File: src/rtl/i2c_arb_pkg.sv
// Shared types and constants for the I2C bus arbiter: FSM encoding, idle bus
// levels and the select-index width (sized for the largest supported NUM_REQ).
package i2c_arb_pkg;

   typedef enum logic [1:0] {
      ARB_IDLE  = 2'd0,
      ARB_GRANT = 2'd1,
      ARB_GAP   = 2'd2
   } arb_state_e;

   localparam logic       SCL_IDLE   = 1'b1;
   localparam logic       SDA_IDLE   = 1'b1;
   localparam logic [7:0] STATE_NONE = 8'd0;

   localparam int MAX_REQ = 8;
   localparam int IDX_W   = $clog2(MAX_REQ);

endpackage

File: src/rtl/i2c_bus_arbiter_if.sv
// Engine-side and bus-side signal bundle of the I2C bus arbiter.
// slave = arbiter view, master = engines/top-level view.
interface i2c_bus_arbiter_if #(
   parameter int NUM_REQ = 2
);
   logic [NUM_REQ-1:0]   req;
   logic [NUM_REQ-1:0]   done;
   logic [NUM_REQ-1:0]   grant;
   logic [NUM_REQ-1:0]   scl_in;
   logic [NUM_REQ-1:0]   sda_in;
   logic [8*NUM_REQ-1:0] state_in;
   logic [NUM_REQ-1:0]   ack_in;
   logic [NUM_REQ-1:0]   err_in;
   logic                 SCL;
   logic                 SDA;
   logic [7:0]           State;
   logic                 ACK_bit;
   logic                 error_bit;
   logic                 busy;
   logic                 timeout;

   modport slave (
      input  req, done, scl_in, sda_in, state_in, ack_in, err_in,
      output grant, SCL, SDA, State, ACK_bit, error_bit, busy, timeout
   );

   modport master (
      output req, done, scl_in, sda_in, state_in, ack_in, err_in,
      input  grant, SCL, SDA, State, ACK_bit, error_bit, busy, timeout
   );
endinterface

File: src/rtl/i2c_bus_arbiter_rr_pick.sv
// Combinational round-robin picker: first set request at or above ptr_i,
// wrapping around past NUM_REQ-1.
module rr_pick
   import i2c_arb_pkg::*;
#(
   parameter int NUM_REQ = 2
) (
   input  logic [NUM_REQ-1:0] req_i,
   input  logic [IDX_W-1:0]   ptr_i,
   output logic               valid_o,
   output logic [IDX_W-1:0]   idx_o
);

   logic [MAX_REQ-1:0] req_pad;
   assign req_pad = MAX_REQ'(req_i);

   // Walk from the farthest candidate back to ptr so the nearest one wins.
   always_comb begin
      int j;
      j       = 0;
      valid_o = |req_i;
      idx_o   = '0;
      for (int k = NUM_REQ - 1; k >= 0; k--) begin
         j = int'(ptr_i) + k;
         if (j >= NUM_REQ) j = j - NUM_REQ;
         if (req_pad[j[IDX_W-1:0]]) idx_o = j[IDX_W-1:0];
      end
   end

endmodule

File: src/rtl/i2c_bus_arbiter.sv
// Round-robin arbiter sharing one I2C bus between NUM_REQ engines, with a
// bus-free gap after each grant. Watchdog compiled in with I2C_ARB_TIMEOUT_EN.
module i2c_bus_arbiter
   import i2c_arb_pkg::*;
#(
   parameter int NUM_REQ        = 2,
   parameter int GAP_CYCLES     = 4,
   parameter int TIMEOUT_CYCLES = 4096
) (
   input  logic                FSM_Clk,
   input  logic                reset,
   i2c_bus_arbiter_if.slave    bus
);

   localparam int GAP_W = $clog2(GAP_CYCLES + 1);

   arb_state_e          state_q, state_d;
   logic [IDX_W-1:0]    sel_q, sel_d;
   logic [IDX_W-1:0]    ptr_q, ptr_d;
   logic [NUM_REQ-1:0]  grant_q, grant_d;
   logic                scl_q, scl_d;
   logic                sda_q, sda_d;
   logic [7:0]          st_q, st_d;
   logic                ack_q, ack_d;
   logic                err_q, err_d;
   logic [GAP_W-1:0]    gap_q, gap_d;
`ifdef I2C_ARB_TIMEOUT_EN
   localparam int CNT_W = $clog2(TIMEOUT_CYCLES + 1);
   logic [CNT_W-1:0]    cnt_q, cnt_d;
   logic                to_q, to_d;
`endif

   logic [MAX_REQ-1:0]   req_pad, done_pad, scl_pad, sda_pad, ack_pad, err_pad;
   logic [8*MAX_REQ-1:0] st_pad;
   logic                 pick_vld;
   logic [IDX_W-1:0]     pick_idx;
   logic [IDX_W-1:0]     sel_inc;
   logic                 exit_c;

   assign req_pad  = MAX_REQ'(bus.req);
   assign done_pad = MAX_REQ'(bus.done);
   assign scl_pad  = MAX_REQ'(bus.scl_in);
   assign sda_pad  = MAX_REQ'(bus.sda_in);
   assign ack_pad  = MAX_REQ'(bus.ack_in);
   assign err_pad  = MAX_REQ'(bus.err_in);
   assign st_pad   = (8*MAX_REQ)'(bus.state_in);
   assign sel_inc  = (sel_q == IDX_W'(NUM_REQ - 1)) ? '0 : sel_q + 1'b1;

   rr_pick #(.NUM_REQ(NUM_REQ)) u_pick (
      .req_i   (bus.req),
      .ptr_i   (ptr_q),
      .valid_o (pick_vld),
      .idx_o   (pick_idx)
   );

   always_ff @(posedge FSM_Clk) begin
      if (reset) begin
         state_q <= ARB_IDLE;
         sel_q   <= '0;
         ptr_q   <= '0;
         grant_q <= '0;
         scl_q   <= SCL_IDLE;
         sda_q   <= SDA_IDLE;
         st_q    <= STATE_NONE;
         ack_q   <= 1'b0;
         err_q   <= 1'b0;
         gap_q   <= '0;
`ifdef I2C_ARB_TIMEOUT_EN
         cnt_q   <= '0;
         to_q    <= 1'b0;
`endif
      end else begin
         state_q <= state_d;
         sel_q   <= sel_d;
         ptr_q   <= ptr_d;
         grant_q <= grant_d;
         scl_q   <= scl_d;
         sda_q   <= sda_d;
         st_q    <= st_d;
         ack_q   <= ack_d;
         err_q   <= err_d;
         gap_q   <= gap_d;
`ifdef I2C_ARB_TIMEOUT_EN
         cnt_q   <= cnt_d;
         to_q    <= to_d;
`endif
      end
   end

   always_comb begin
      state_d = state_q;
      sel_d   = sel_q;
      ptr_d   = ptr_q;
      grant_d = grant_q;
      scl_d   = scl_q;
      sda_d   = sda_q;
      st_d    = st_q;
      ack_d   = ack_q;
      err_d   = err_q;
      gap_d   = gap_q;
      exit_c  = 1'b0;
`ifdef I2C_ARB_TIMEOUT_EN
      cnt_d   = cnt_q;
      to_d    = to_q;
`endif
      case (state_q)
         ARB_IDLE: begin
            scl_d = SCL_IDLE;
            sda_d = SDA_IDLE;
            st_d  = STATE_NONE;
            if (pick_vld) begin
               sel_d   = pick_idx;
               grant_d = NUM_REQ'(1) << pick_idx;
               state_d = ARB_GRANT;
`ifdef I2C_ARB_TIMEOUT_EN
               cnt_d   = '0;
`endif
            end
         end
         ARB_GRANT: begin
            scl_d = scl_pad[sel_q];
            sda_d = sda_pad[sel_q];
            st_d  = st_pad[{sel_q, 3'b000} +: 8];
            ack_d = ack_pad[sel_q];
            err_d = err_pad[sel_q];
`ifdef I2C_ARB_TIMEOUT_EN
            cnt_d = cnt_q + 1'b1;
`endif
            // done beats abort, which beats the watchdog
            if (done_pad[sel_q]) begin
               exit_c = 1'b1;
            end else if (!req_pad[sel_q]) begin
               exit_c = 1'b1;
               err_d  = 1'b1;
`ifdef I2C_ARB_TIMEOUT_EN
            end else if (cnt_q == CNT_W'(TIMEOUT_CYCLES - 1)) begin
               exit_c = 1'b1;
               err_d  = 1'b1;
               to_d   = 1'b1;
`endif
            end
            if (exit_c) begin
               grant_d = '0;
               ptr_d   = sel_inc;
               gap_d   = '0;
               scl_d   = SCL_IDLE;
               sda_d   = SDA_IDLE;
               st_d    = STATE_NONE;
               state_d = ARB_GAP;
            end
         end
         ARB_GAP: begin
            if (gap_q == GAP_W'(GAP_CYCLES - 1)) state_d = ARB_IDLE;
            else                                  gap_d   = gap_q + 1'b1;
         end
         default: state_d = ARB_IDLE;
      endcase
   end

   assign bus.grant     = grant_q;
   assign bus.SCL       = scl_q;
   assign bus.SDA       = sda_q;
   assign bus.State     = st_q;
   assign bus.ACK_bit   = ack_q;
   assign bus.error_bit = err_q;
   assign bus.busy      = (state_q != ARB_IDLE);
`ifdef I2C_ARB_TIMEOUT_EN
   assign bus.timeout   = to_q;
`else
   assign bus.timeout   = 1'b0;
`endif

endmodule

File: src/flat_wrapper.sv
// flat-port wrapper written by rule: the top's interface ports become plain ports
module i2c_bus_arbiter_flat import i2c_arb_pkg::*;
#(
   parameter int NUM_REQ        = 2,
   parameter int GAP_CYCLES     = 4,
   parameter int TIMEOUT_CYCLES = 4096
)
  (FSM_Clk, reset, bus_req, bus_done, bus_scl_in, bus_sda_in, bus_state_in, bus_ack_in, bus_err_in, bus_grant, bus_SCL, bus_SDA, bus_State, bus_ACK_bit, bus_error_bit, bus_busy, bus_timeout);
  i2c_bus_arbiter_if #(.NUM_REQ(NUM_REQ)) bus_i ();
  input  logic FSM_Clk;
  input  logic reset;
  input wire logic [$bits(bus_i.req)-1:0] bus_req;
  input wire logic [$bits(bus_i.done)-1:0] bus_done;
  input wire logic [$bits(bus_i.scl_in)-1:0] bus_scl_in;
  input wire logic [$bits(bus_i.sda_in)-1:0] bus_sda_in;
  input wire logic [$bits(bus_i.state_in)-1:0] bus_state_in;
  input wire logic [$bits(bus_i.ack_in)-1:0] bus_ack_in;
  input wire logic [$bits(bus_i.err_in)-1:0] bus_err_in;
  output wire logic [$bits(bus_i.grant)-1:0] bus_grant;
  output wire logic [$bits(bus_i.SCL)-1:0] bus_SCL;
  output wire logic [$bits(bus_i.SDA)-1:0] bus_SDA;
  output wire logic [$bits(bus_i.State)-1:0] bus_State;
  output wire logic [$bits(bus_i.ACK_bit)-1:0] bus_ACK_bit;
  output wire logic [$bits(bus_i.error_bit)-1:0] bus_error_bit;
  output wire logic [$bits(bus_i.busy)-1:0] bus_busy;
  output wire logic [$bits(bus_i.timeout)-1:0] bus_timeout;
  assign bus_i.req = bus_req;
  assign bus_i.done = bus_done;
  assign bus_i.scl_in = bus_scl_in;
  assign bus_i.sda_in = bus_sda_in;
  assign bus_i.state_in = bus_state_in;
  assign bus_i.ack_in = bus_ack_in;
  assign bus_i.err_in = bus_err_in;
  assign bus_grant = bus_i.grant;
  assign bus_SCL = bus_i.SCL;
  assign bus_SDA = bus_i.SDA;
  assign bus_State = bus_i.State;
  assign bus_ACK_bit = bus_i.ACK_bit;
  assign bus_error_bit = bus_i.error_bit;
  assign bus_busy = bus_i.busy;
  assign bus_timeout = bus_i.timeout;
  i2c_bus_arbiter #(.NUM_REQ(NUM_REQ), .GAP_CYCLES(GAP_CYCLES), .TIMEOUT_CYCLES(TIMEOUT_CYCLES)) u_core (.FSM_Clk(FSM_Clk), .reset(reset), .bus(bus_i));
endmodule
File: config.mk
export PLATFORM = sky130hd
export DESIGN_NAME = i2c_bus_arbiter_flat
export DESIGN_NICKNAME = d
export VERILOG_FILES = /design/src/rtl/i2c_arb_pkg.sv /design/src/rtl/i2c_bus_arbiter_if.sv /design/src/rtl/i2c_bus_arbiter_rr_pick.sv /design/src/rtl/i2c_bus_arbiter.sv /design/src/flat_wrapper.sv
export SDC_FILE = /design/constraint.sdc
export NUM_CORES = 1
export LEC_CHECK = 0
export BUFFER_PORTS_ARGS = -buffer_cell sky130_fd_sc_hd__clkbuf_2
export CAP_MARGIN = 20
export CORE_MARGIN = 8
export CORE_UTILIZATION = 45
export CTS_BUF_LIST = sky130_fd_sc_hd__clkbuf_8
export DETAILED_ROUTE_END_ITERATION = 7
export PLACE_DENSITY = 0.73
export SYNTH_ARGS = -nofsm -noshare
export SYNTH_HDL_FRONTEND = slang
export SYNTH_SLANG_ARGS = --single-unit
File: constraint.sdc
create_clock -name FSM_Clk -period 2.45 [get_ports FSM_Clk]
set_input_delay 0.245 -clock FSM_Clk [delete_from_list [all_inputs] [get_ports FSM_Clk]]
set_output_delay 0.245 -clock FSM_Clk [all_outputs]
set_load 0.005 [all_outputs]
# [After elaboration in Yosys (flattened, before gate mapping)]
# Cells that the tools add are included.
[classes] muxes=42 n_addsub=5 shifts=2 reduce_logical=10 magnitude_cmp=5 eq_ne=8
[op_table] op="variable part select 64 x 7 -> 8 bit" n=1
[op_table] op="binary-select mux 1 bit (select 3 bit)" n=8
[op_table] op="2-to-1 mux 3 bit" n=7
[op_table] op="one-hot mux 8 bit (2 select lines)" n=1
[op_table] op="2-to-1 mux 1 bit" n=15
[op_table] op="< comparator 3 x 4 -> 1 bit (second input constant)" n=3
[op_table] op="2-to-1 mux 2 bit" n=5
[op_table] op="AND reduction 3 bit" n=3
[op_table] op="2-to-1 mux 8 bit" n=1
[op_table] op="adder 3 x 1 -> 3 bit (second input constant)" n=2
[op_table] op="!= test 2 x 1 -> 1 bit (second input constant)" n=3
[op_table] op="one-hot mux 2 bit (3 select lines)" n=1
[op_table] op="one-hot mux 3 bit (2 select lines)" n=1
[op_table] op="nonzero test 2 bit" n=3
[op_table] op="subtractor 3 x 2 -> 3 bit (second input constant)" n=2
[op_table] op="adder 3 x 1 -> 4 bit (second input constant)" n=1
[op_table] op="greater-or-equal comparator 4 x 2 -> 1 bit (second input constant)" n=1
[op_table] op="one-hot mux 1 bit (2 select lines)" n=2
[op_table] op="one-hot mux 2 bit (2 select lines)" n=1
[op_table] op="AND reduction 2 bit" n=2
[op_table] op="equality test 3 x 1 -> 1 bit (second input constant)" n=1
[op_table] op="equality test 3 x 2 -> 1 bit (second input constant)" n=1
[op_table] op="greater-or-equal comparator 3 x 2 -> 1 bit (second input constant)" n=1
[op_table] op="<< shifter 1 x 3 -> 2 bit (first input constant)" n=1
[op_table] op="5 further kinds" n=5
[totals] input_bits=30 regBits=25 output_inout_bits=16 word_cells=82

# [Logic depth before layout (Yosys ltp)]
# Gate-level depths: netlist of run 1.
[logic_depth] depth_word=10 ltp_mapped=7 mapped_depth_nobuf=7

# [Cells and area by module]
# A second synthesis of run 1 with hierarchy kept.
[unflattened] hier_cells=143 hier_area_um2=1327.5
[by_module_without_submodules] mod="i2c_bus_arbiter" instances=1 seq_area_each_um2=500.5 cells_per_inst=128 area_each_um2=1227.4
[by_module_without_submodules] mod="rr_pick" instances=1 seq_area_each_um2=0.0 cells_per_inst=15 area_each_um2=100.1

# [Worst setup path before layout of run 1]
# No wires, ideal clock.
[synth_timing] path_kind="register -> register" from="register u_core.ptr_q[0]" to="register u_core.grant_q[0], in the netlist u_core.bus.grant[0]" path_buffers=0 setup_time_ps=87 arrival_ps=1675 required_ps=2363 setup_slack_ps=688 stages_incl_launch_ff=7 period_less_slack_ps=1762 path_cell_list="dfxtp_1 -> inv_1 -> ha_1 -> or4b_4 -> a31o_1 -> a21oi_2 -> nor4b_4"
[synth_via] elab_chain_cells=10 elab_cells_between_ends=16 classes_between="add/sub: 3; order compare: 2; shift: 1; mux: 10"
[synth_rtl] item="start: declaration" line_no="i2c_bus_arbiter.sv:19" rtl="logic [IDX_W-1:0] ptr_q, ptr_d;"
[synth_rtl] item="start signal: assignment" line_no="i2c_bus_arbiter.sv:75" rtl="ptr_q <= ptr_d;"
[synth_rtl] item="adder 3 x 1 -> 4 bit" line_no="i2c_bus_arbiter_rr_pick.sv:24" rtl="j = int'(ptr_i) + k;"
[synth_rtl] item="greater-or-equal comparator 4 x 2 -> 1 bit or subtractor 3 x 2 -> 3 bit (tied branches)" line_no="i2c_bus_arbiter_rr_pick.sv:25" rtl="if (j >= NUM_REQ) j = j - NUM_REQ;"
[synth_rtl] item="2-to-1 mux 3 bit" line_no="i2c_bus_arbiter_rr_pick.sv:25"
[synth_rtl] item="binary-select mux 1 bit (select 3 bit)" line_no="i2c_bus_arbiter_rr_pick.sv:26" rtl="if (req_pad[j[IDX_W-1:0]]) idx_o = j[IDX_W-1:0];"
[synth_rtl] item="2-to-1 mux 1 bit (not written as such)" line_no="i2c_bus_arbiter_rr_pick.sv:26"
[synth_rtl] item="2-to-1 mux 3 bit" line_no="i2c_bus_arbiter_rr_pick.sv:26"
[synth_rtl] item="2-to-1 mux 3 bit (*)" line_no="i2c_bus_arbiter_rr_pick.sv:26"
[synth_rtl] item="<< shifter 1 x 3 -> 2 bit (*)" line_no="i2c_bus_arbiter.sv:113" rtl="grant_d = NUM_REQ'(1) << pick_idx;"
[synth_rtl] item="2-to-1 mux 2 bit (*)" line_no="i2c_bus_arbiter.sv:111" rtl="if (pick_vld) begin"
[synth_rtl] item="one-hot mux 2 bit (2 select lines) (*)" line_no="i2c_bus_arbiter.sv:106" rtl="case (state_q)"
[synth_rtl] item="end signal: assignment" line_no="i2c_bus_arbiter.sv:76" rtl="grant_q <= grant_d;"
[synth_rtl] item="end: declaration" line_no="i2c_bus_arbiter.sv:20" rtl="logic [NUM_REQ-1:0] grant_q, grant_d;"
# Mark *: on every way between the ends. The rest lies on a longest branch, timed or not. The select of a mux whose other input is x is not followed.
# A chain may end at the register's enable or synchronous reset.

# [Worst setup path after layout of run 1]
# Same ends and word-level chain as after synthesis.

==> results.py, run 1 <==
metrics = {
    "yosys": {
        "synth_area_per_cell_um2": 9.57,
        "syn_area_um2": 1350,
        "ys_ff_latch": 25,
        "synth_commonest_cells": "dfxtp_1, nor2_1, mux2_2, a22oi_1, a21oi_1",
        "synth_top_area_frac": 0.371,
        "yosys.area.top_type": "dfxtp_1",
        "synth_cell_types": 41,
        "synth-edff-count": 0,
        "yosysMostFrequentCell": "dfxtp_1",
        "synth_async_sr_flop_share": 0,
        "syn_inst": 141,
        "ys_seq_area_frac": 0.371,
        "synthTopCellsByArea": "dfxtp_1, mux2_2, nor2_1, ha_1, a22oi_1",
        "ys.flop_type": "dfxtp_1",
        "syn-num-nets": 177,
        "synth_warnings": 0,
    },
    "cts": {
        "clk_pin_slew_ns": 0.09,
        "clk_latency_ns": 0.26,
        "clockBufferDepth": 2,
        "cts_sinks": 25,
        "cts_setup_buffers": 0,
        "cts_hold_buf": 0,
        "cts_inserted_buffers": 3,
        "htreeDepth": 1,
        "cts_resized": 0,
        "cts_tree": "built",
        "root_buffer": "clkbuf_8",
    },
    "drt": {
        "num_vias": 1118,
        "routed_wl_um": 2930,
        "drtAntennaViolNets": 0,
        "vias_per_cell": 5.18,
        "wl_per_cell_um": 13.5,
        "dr.pass1.iters": 4,
        "drt-initial-drc-count": 37,
        "drc": 0,
    },
    "placed_design": {
        "port_buffers": 44,
        "gp_congestion": 0.753,
        "hpwlAfterDp_um": 2350,
        "place_inst": 212,
    },
    "outcome": {
        "outcome": "finished, final reports clean",
    },
    "critical_path": {
        "crit_path_start_kind": "flip-flop",
        "worstSetupEndpointType": "flip-flop",
        "path_class": "flip-flop to flip-flop",
        "required_ns": 2.63,
        "arrival_ns": 2.06,
        "cp_max_fo": 6,
    },
    "timing": {
        "fin_crit_ns": 1.88,
        "slew_violations": 0,
        "fin_crit_sh": 0.769,
        "fmax_mhz": 531,
        "worst_slew_pin_slew_ns": 0.549,
        "max_slew_margin": 0.634,
        "setup_viol": 0,
        "rsz0062_at_grt": "no",
        "finalSetupTns_ns": 0,
        "finalClockSkew_ns": 0.00482,
        "holdWs_ns": 0.338,
        "hold_violations": 0,
    },
    "global_routing": {
        "grt_antenna_before_repair": 0,
        "track_usage": 0.118,
        "grt_max_degree": 27,
        "grt_pass1_vias": 1200,
        "grt_first_pass_wirelength_um": 5010,
        "overflow": 0,
    },
    "power_and_ir_drop": {
        "p_leak_nw": 0.692,
        "ir_worst_vdd_mv": 0.298,
        "p_per_area_nw_per_um2": 575,
    },
    "finish": {
        "post_layout_nonfiller_instances": 216,
        "layout.nets": 220,
        "area_growth_pct": 19.9,
        "drive_above_1_share": 0.388,
        "n_antenna_cell": 0,
    },
    "floorplan": {
        "die_w_um": 70.8,
        "io_pins": 46,
        "std_cell_rows": 20,
        "die_h_um": 70.8,
        "start_util": 0.457,
        "core_area_um2": 2950,
        "die_area_um2": 5010,
    },
    "job": {
        "cap_violations": 0,
    },
    "worst_hold_path": {
        "min_path_type": "primary input to flip-flop",
    },
}
## flip-flops by register name (all words and copies together), names as in the netlist, 2 cells and up
| signal | cells |
|---|---|
| u_core.bus.grant | 2 |
| u_core.state_q | 2 |
| u_core.bus.State | 8 |
| u_core.gap_q | 3 |
| u_core.ptr_q | 3 |
| u_core.sel_q | 3 |
## final timing paths
check,startpoint,endpoint,slack [ns],depth (start not counted)
hold / removal,bus_state_in[12],u_core.bus.State[4]$_SDFFE_PP0P_,0.34,4
hold reg to reg,u_core.bus.error_bit$_SDFFE_PP0P_,u_core.bus.error_bit$_SDFFE_PP0P_,0.47,2
setup reg to reg,u_core.ptr_q[0]$_SDFFE_PP0P_,u_core.bus.grant[0]$_SDFFE_PP0P_,0.57,6
setup / recovery,u_core.ptr_q[0]$_SDFFE_PP0P_,u_core.bus.grant[0]$_SDFFE_PP0P_,0.57,6
## critical path, cell delays in order, from the launching register on
cell and delay, ns:
dfxtp_1 0.41, inv_1 0.06, ha_1 0.20, or4b_4 0.49
a31o_1 0.24, a21oi_2 0.18, nor4b_4 0.21
## per-layer routing
metal	wire, um	track usage	vias up	share of wire
li1	-	-	577	-
met5	0	0	-	0
met1	1280	0.126	509	0.44
met3	215	0.0452	2	0.073
met2	1430	0.214	30	0.49
met4	7	0.0208	0	0.0024
## kinds of logic after synthesis
logic type,synth area share
XOR/XNOR,0.0130
buffers and inverters,0.0565
other,0.00278
multiplexers,0.133
flip-flops,0.371
AND/OR/NAND/NOR,0.202
AO/OA/AOI/OAI,0.167
adder cells (fa/ha/maj),0.0556
## through the flow
step | setup slack (ns) | instance area, um2 | utilization | power (W)
after floorplan | 0.688 | 1350 | - | 0.000637
after global placement | 0.640 | 1570 | 0.533 | 0.000693
after detailed placement | 0.578 | 1570 | 0.533 | 0.000704
after CTS | 0.554 | 1620 | 0.548 | 0.000940
after global routing | 0.449 | 1620 | 0.548 | 0.000987
final | 0.566 | 1620 | 0.548 | 0.000932
## placed cells by master (no fill, tap or decap), types with 2 or more instances in the layout
cell type / instances
a21o_1: 3
a22oi_1: 8
clkbuf_8: 3
a211oi_1: 5
mux2_2: 9
dfxtp_1: 25
o21ai_0: 3
clkbuf_2: 44
buf_4: 2
ha_1: 6
a21oi_1: 7
nor3b_1: 3
nor2_1: 24
nand2b_1: 3
nand2_1: 5
inv_1: 6
mux2i_1: 4
## layout make-up
type                       instances  area, um2
clock buffer                       3       41.3
clock inverter                     1       5.00
fill                             281       1330
inverter                           6       22.5
multi-input combinational        102        773
sequential                        25        500
tap                               33       41.3
timing repair buffer              46        235
## power breakdown
part / switching [W] / total, W / internal [W]
Combinational: 0.000109 / 0.000229 / 0.000120
Clock: 0.000126 / 0.000240 / 0.000114
Sequential: 0.0000307 / 0.000463 / 0.000432
Power figures use the tool's default switching activity.
==> run 2, diff against run 1 <==
- clock period: 2.45 -> 1.95 ns (I/O delays scaled with it)
==> run 2 against run 1 <==
Net effect: final area up 1.4%; critical path depth unchanged; count of clock-buffer cells in the layout unchanged; power up 26%; clock skew up 0.00083 ns; final cell count up 1.4%; critical endpoint unchanged; highest routed layer unchanged.
==> results.py, run 2 (synthesis gave the netlist of run 1 again) <==
metrics = {
    "floorplan": {
        "io_pins": 46,
        "core_area_um2": 2950,
        "die_h_um": 70.8,
        "die_w_um": 70.8,
        "std_cell_rows": 20,
        "die_area_um2": 5010,
        "start_util": 0.457,
    },
    "cts": {
        "clk_pin_slew_ns": 0.08,
        "cts_sinks": 25,
        "clockBufferDepth": 2,
        "cts_tree": "built",
        "clk_latency_ns": 0.26,
        "root_buffer": "clkbuf_8",
        "htreeDepth": 1,
        "cts_inserted_buffers": 3,
        "cts_hold_buf": 0,
    },
    "drt": {
        "vias_per_cell": 5.27,
        "dr.pass1.iters": 4,
        "drtAntennaViolNets": 0,
        "drt-initial-drc-count": 49,
        "drc": 0,
        "wl_per_cell_um": 13.8,
        "routed_wl_um": 3030,
        "num_vias": 1155,
    },
    "critical_path": {
        "crit_path_start_kind": "flip-flop",
        "max_stage_delay_ns": 0.48,
        "required_ns": 2.13,
        "worstSetupEndpointType": "flip-flop",
        "r2r_start": "u_core.ptr_q[0]$_SDFFE_PP0P_",
        "crit_chain": "inv_1, ha_1, or4b_4, a31o_1, a21oi_2, nor4b_4",
        "r2r_cells": 6,
        "arrival_ns": 2.02,
        "path_class": "flip-flop to flip-flop",
        "reg2reg_to": "u_core.bus.grant[0]$_SDFFE_PP0P_",
        "crit_buf_inv": 1,
        "cp_max_fo": 6,
        "cp_slowest_cell": "or4b_4",
        "cp_top_family": "simple AND/OR/NAND/NOR gates",
        "r2r_slack_ns": 0.11,
    },
    "global_routing": {
        "grt_first_pass_wirelength_um": 5440,
        "grt_antenna_before_repair": 0,
        "grt_max_degree": 17,
        "overflow": 0,
        "grt_pass1_vias": 1264,
        "track_usage": 0.128,
    },
    "finish": {
        "layout.nets": 223,
        "final_common_cell": "clkbuf_2",
        "n_antenna_cell": 0,
        "area_growth_pct": 21.6,
        "drive_above_1_share": 0.398,
        "post_layout_nonfiller_instances": 219,
        "final_cell_mix": "clkbuf_2, nor2_1, dfxtp_1, mux2_2, a22oi_1",
        "largest_reg_flops": 8,
        "fill_cells": 272,
    },
    "power_and_ir_drop": {
        "ir_worst_vdd_mv": 0.330,
        "p_leak_nw": 0.709,
        "p_per_area_nw_per_um2": 713,
    },
    "timing": {
        "slew_violations": 0,
        "setup_viol": 0,
        "fin_crit_ns": 1.84,
        "finalSetupTns_ns": 0,
        "fmax_mhz": 544,
        "fin_crit_sh": 0.942,
        "hold_violations": 0,
        "finalClockSkew_ns": 0.00566,
    },
    "worst_hold_path": {
        "holdPathStages": 2,
        "hold_end": "u_core.bus.State[4]$_SDFFE_PP0P_",
        "min-delay-start": "reset",
        "min_path_type": "primary input to flip-flop",
    },
    "job": {
        "cap_violations": 0,
    },
    "placed_design": {
        "gp_congestion": 0.752,
        "hpwlAfterDp_um": 2470,
        "port_buffers": 44,
        "place_inst": 215,
    },
    "outcome": {
        "outcome": "finished, final reports clean",
    },
}
==> run 2: changes by cell type in the layout (fill, tap and decap cells not counted), sizes merged <==
cell,previous run,this run
inv,6,7
clkinv,1,0
buf,2,5
==> run 2: repair_timing <==
item	4_1_cts	5_1_grt
resized for setup	0	1
setup endpoints to repair	0	1
setup buffers	0	0
==> run 2: worst max path at each step <==
stage          slack, ns                    startpoint                                to  cells past startpoint
2_1_floorplan       0.19  u_core.ptr_q[0]$_SDFFE_PP0P_  u_core.bus.grant[0]$_SDFFE_PP0P_                      6
3_3_place_gp        0.14  u_core.ptr_q[0]$_SDFFE_PP0P_  u_core.bus.grant[0]$_SDFFE_PP0P_                      6
3_5_place_dp        0.06  u_core.ptr_q[0]$_SDFFE_PP0P_  u_core.bus.grant[0]$_SDFFE_PP0P_                      6
4_1_cts             0.04  u_core.ptr_q[0]$_SDFFE_PP0P_  u_core.bus.grant[0]$_SDFFE_PP0P_                      6
5_1_grt          -0.0001  u_core.ptr_q[0]$_SDFFE_PP0P_  u_core.bus.grant[0]$_SDFFE_PP0P_                      6
6_report            0.11  u_core.ptr_q[0]$_SDFFE_PP0P_  u_core.bus.grant[0]$_SDFFE_PP0P_                      6
==> run 2: layer usage <==
layer  share of wire  up-vias  GRT usage
met4          0.0069        0     0.0439
met2            0.49       34      0.219
met5               0        -          0
met1            0.44      533      0.147
li1                -      584          -
met3           0.062        4     0.0381
==> run 2: area by class of cell <==
| class | instances | area (um2) | area share |
|---|---|---|---|
| Clock buffer | 3 | 41.3 | 0.0252 |
| Clock inverter | 1 | 3.75 | 0.00229 |
| Inverter | 6 | 22.5 | 0.0137 |
| Multi-Input combinational cell | 102 | 773 | 0.471 |
| Sequential cell | 25 | 502 | 0.306 |
| Tap cell | 33 | 41.3 | 0.0252 |
| Timing Repair Buffer | 49 | 258 | 0.157 |
==> run 2: worst reg2reg max path, delay by kind of cell, from the launching register on <==
kind / cells / cell delay [ns]
buf+inv: 1 / 0.06
simple gates: 2 / 0.69
compound gates: 2 / 0.44
flops: 1 / 0.38
fa+ha+maj: 1 / 0.20
==> run 2: per-stage QoR <==
stage | power (W) | cell area [um2] | setup slack [ns] | utilization | hold slack, ns
finish | 0.00117 | 1640 | 0.113 | 0.556 | 0.269
global route | 0.00124 | 1640 | -0.000119 | 0.556 | 0.286
CTS | 0.00119 | 1640 | 0.0385 | 0.556 | 0.270
detailed placement | 0.000893 | 1600 | 0.0575 | 0.540 | 0.451
global placement | 0.000878 | 1600 | 0.143 | 0.540 | 0.448
floorplan | 0.000800 | 1350 | 0.188 | - | 0.418
==> run 2: report_power, final <==
group | switching, W | internal [W]
clock network | 0.000152 | 0.000141
registers | 0.0000327 | 0.000544
logic | 0.000145 | 0.000156
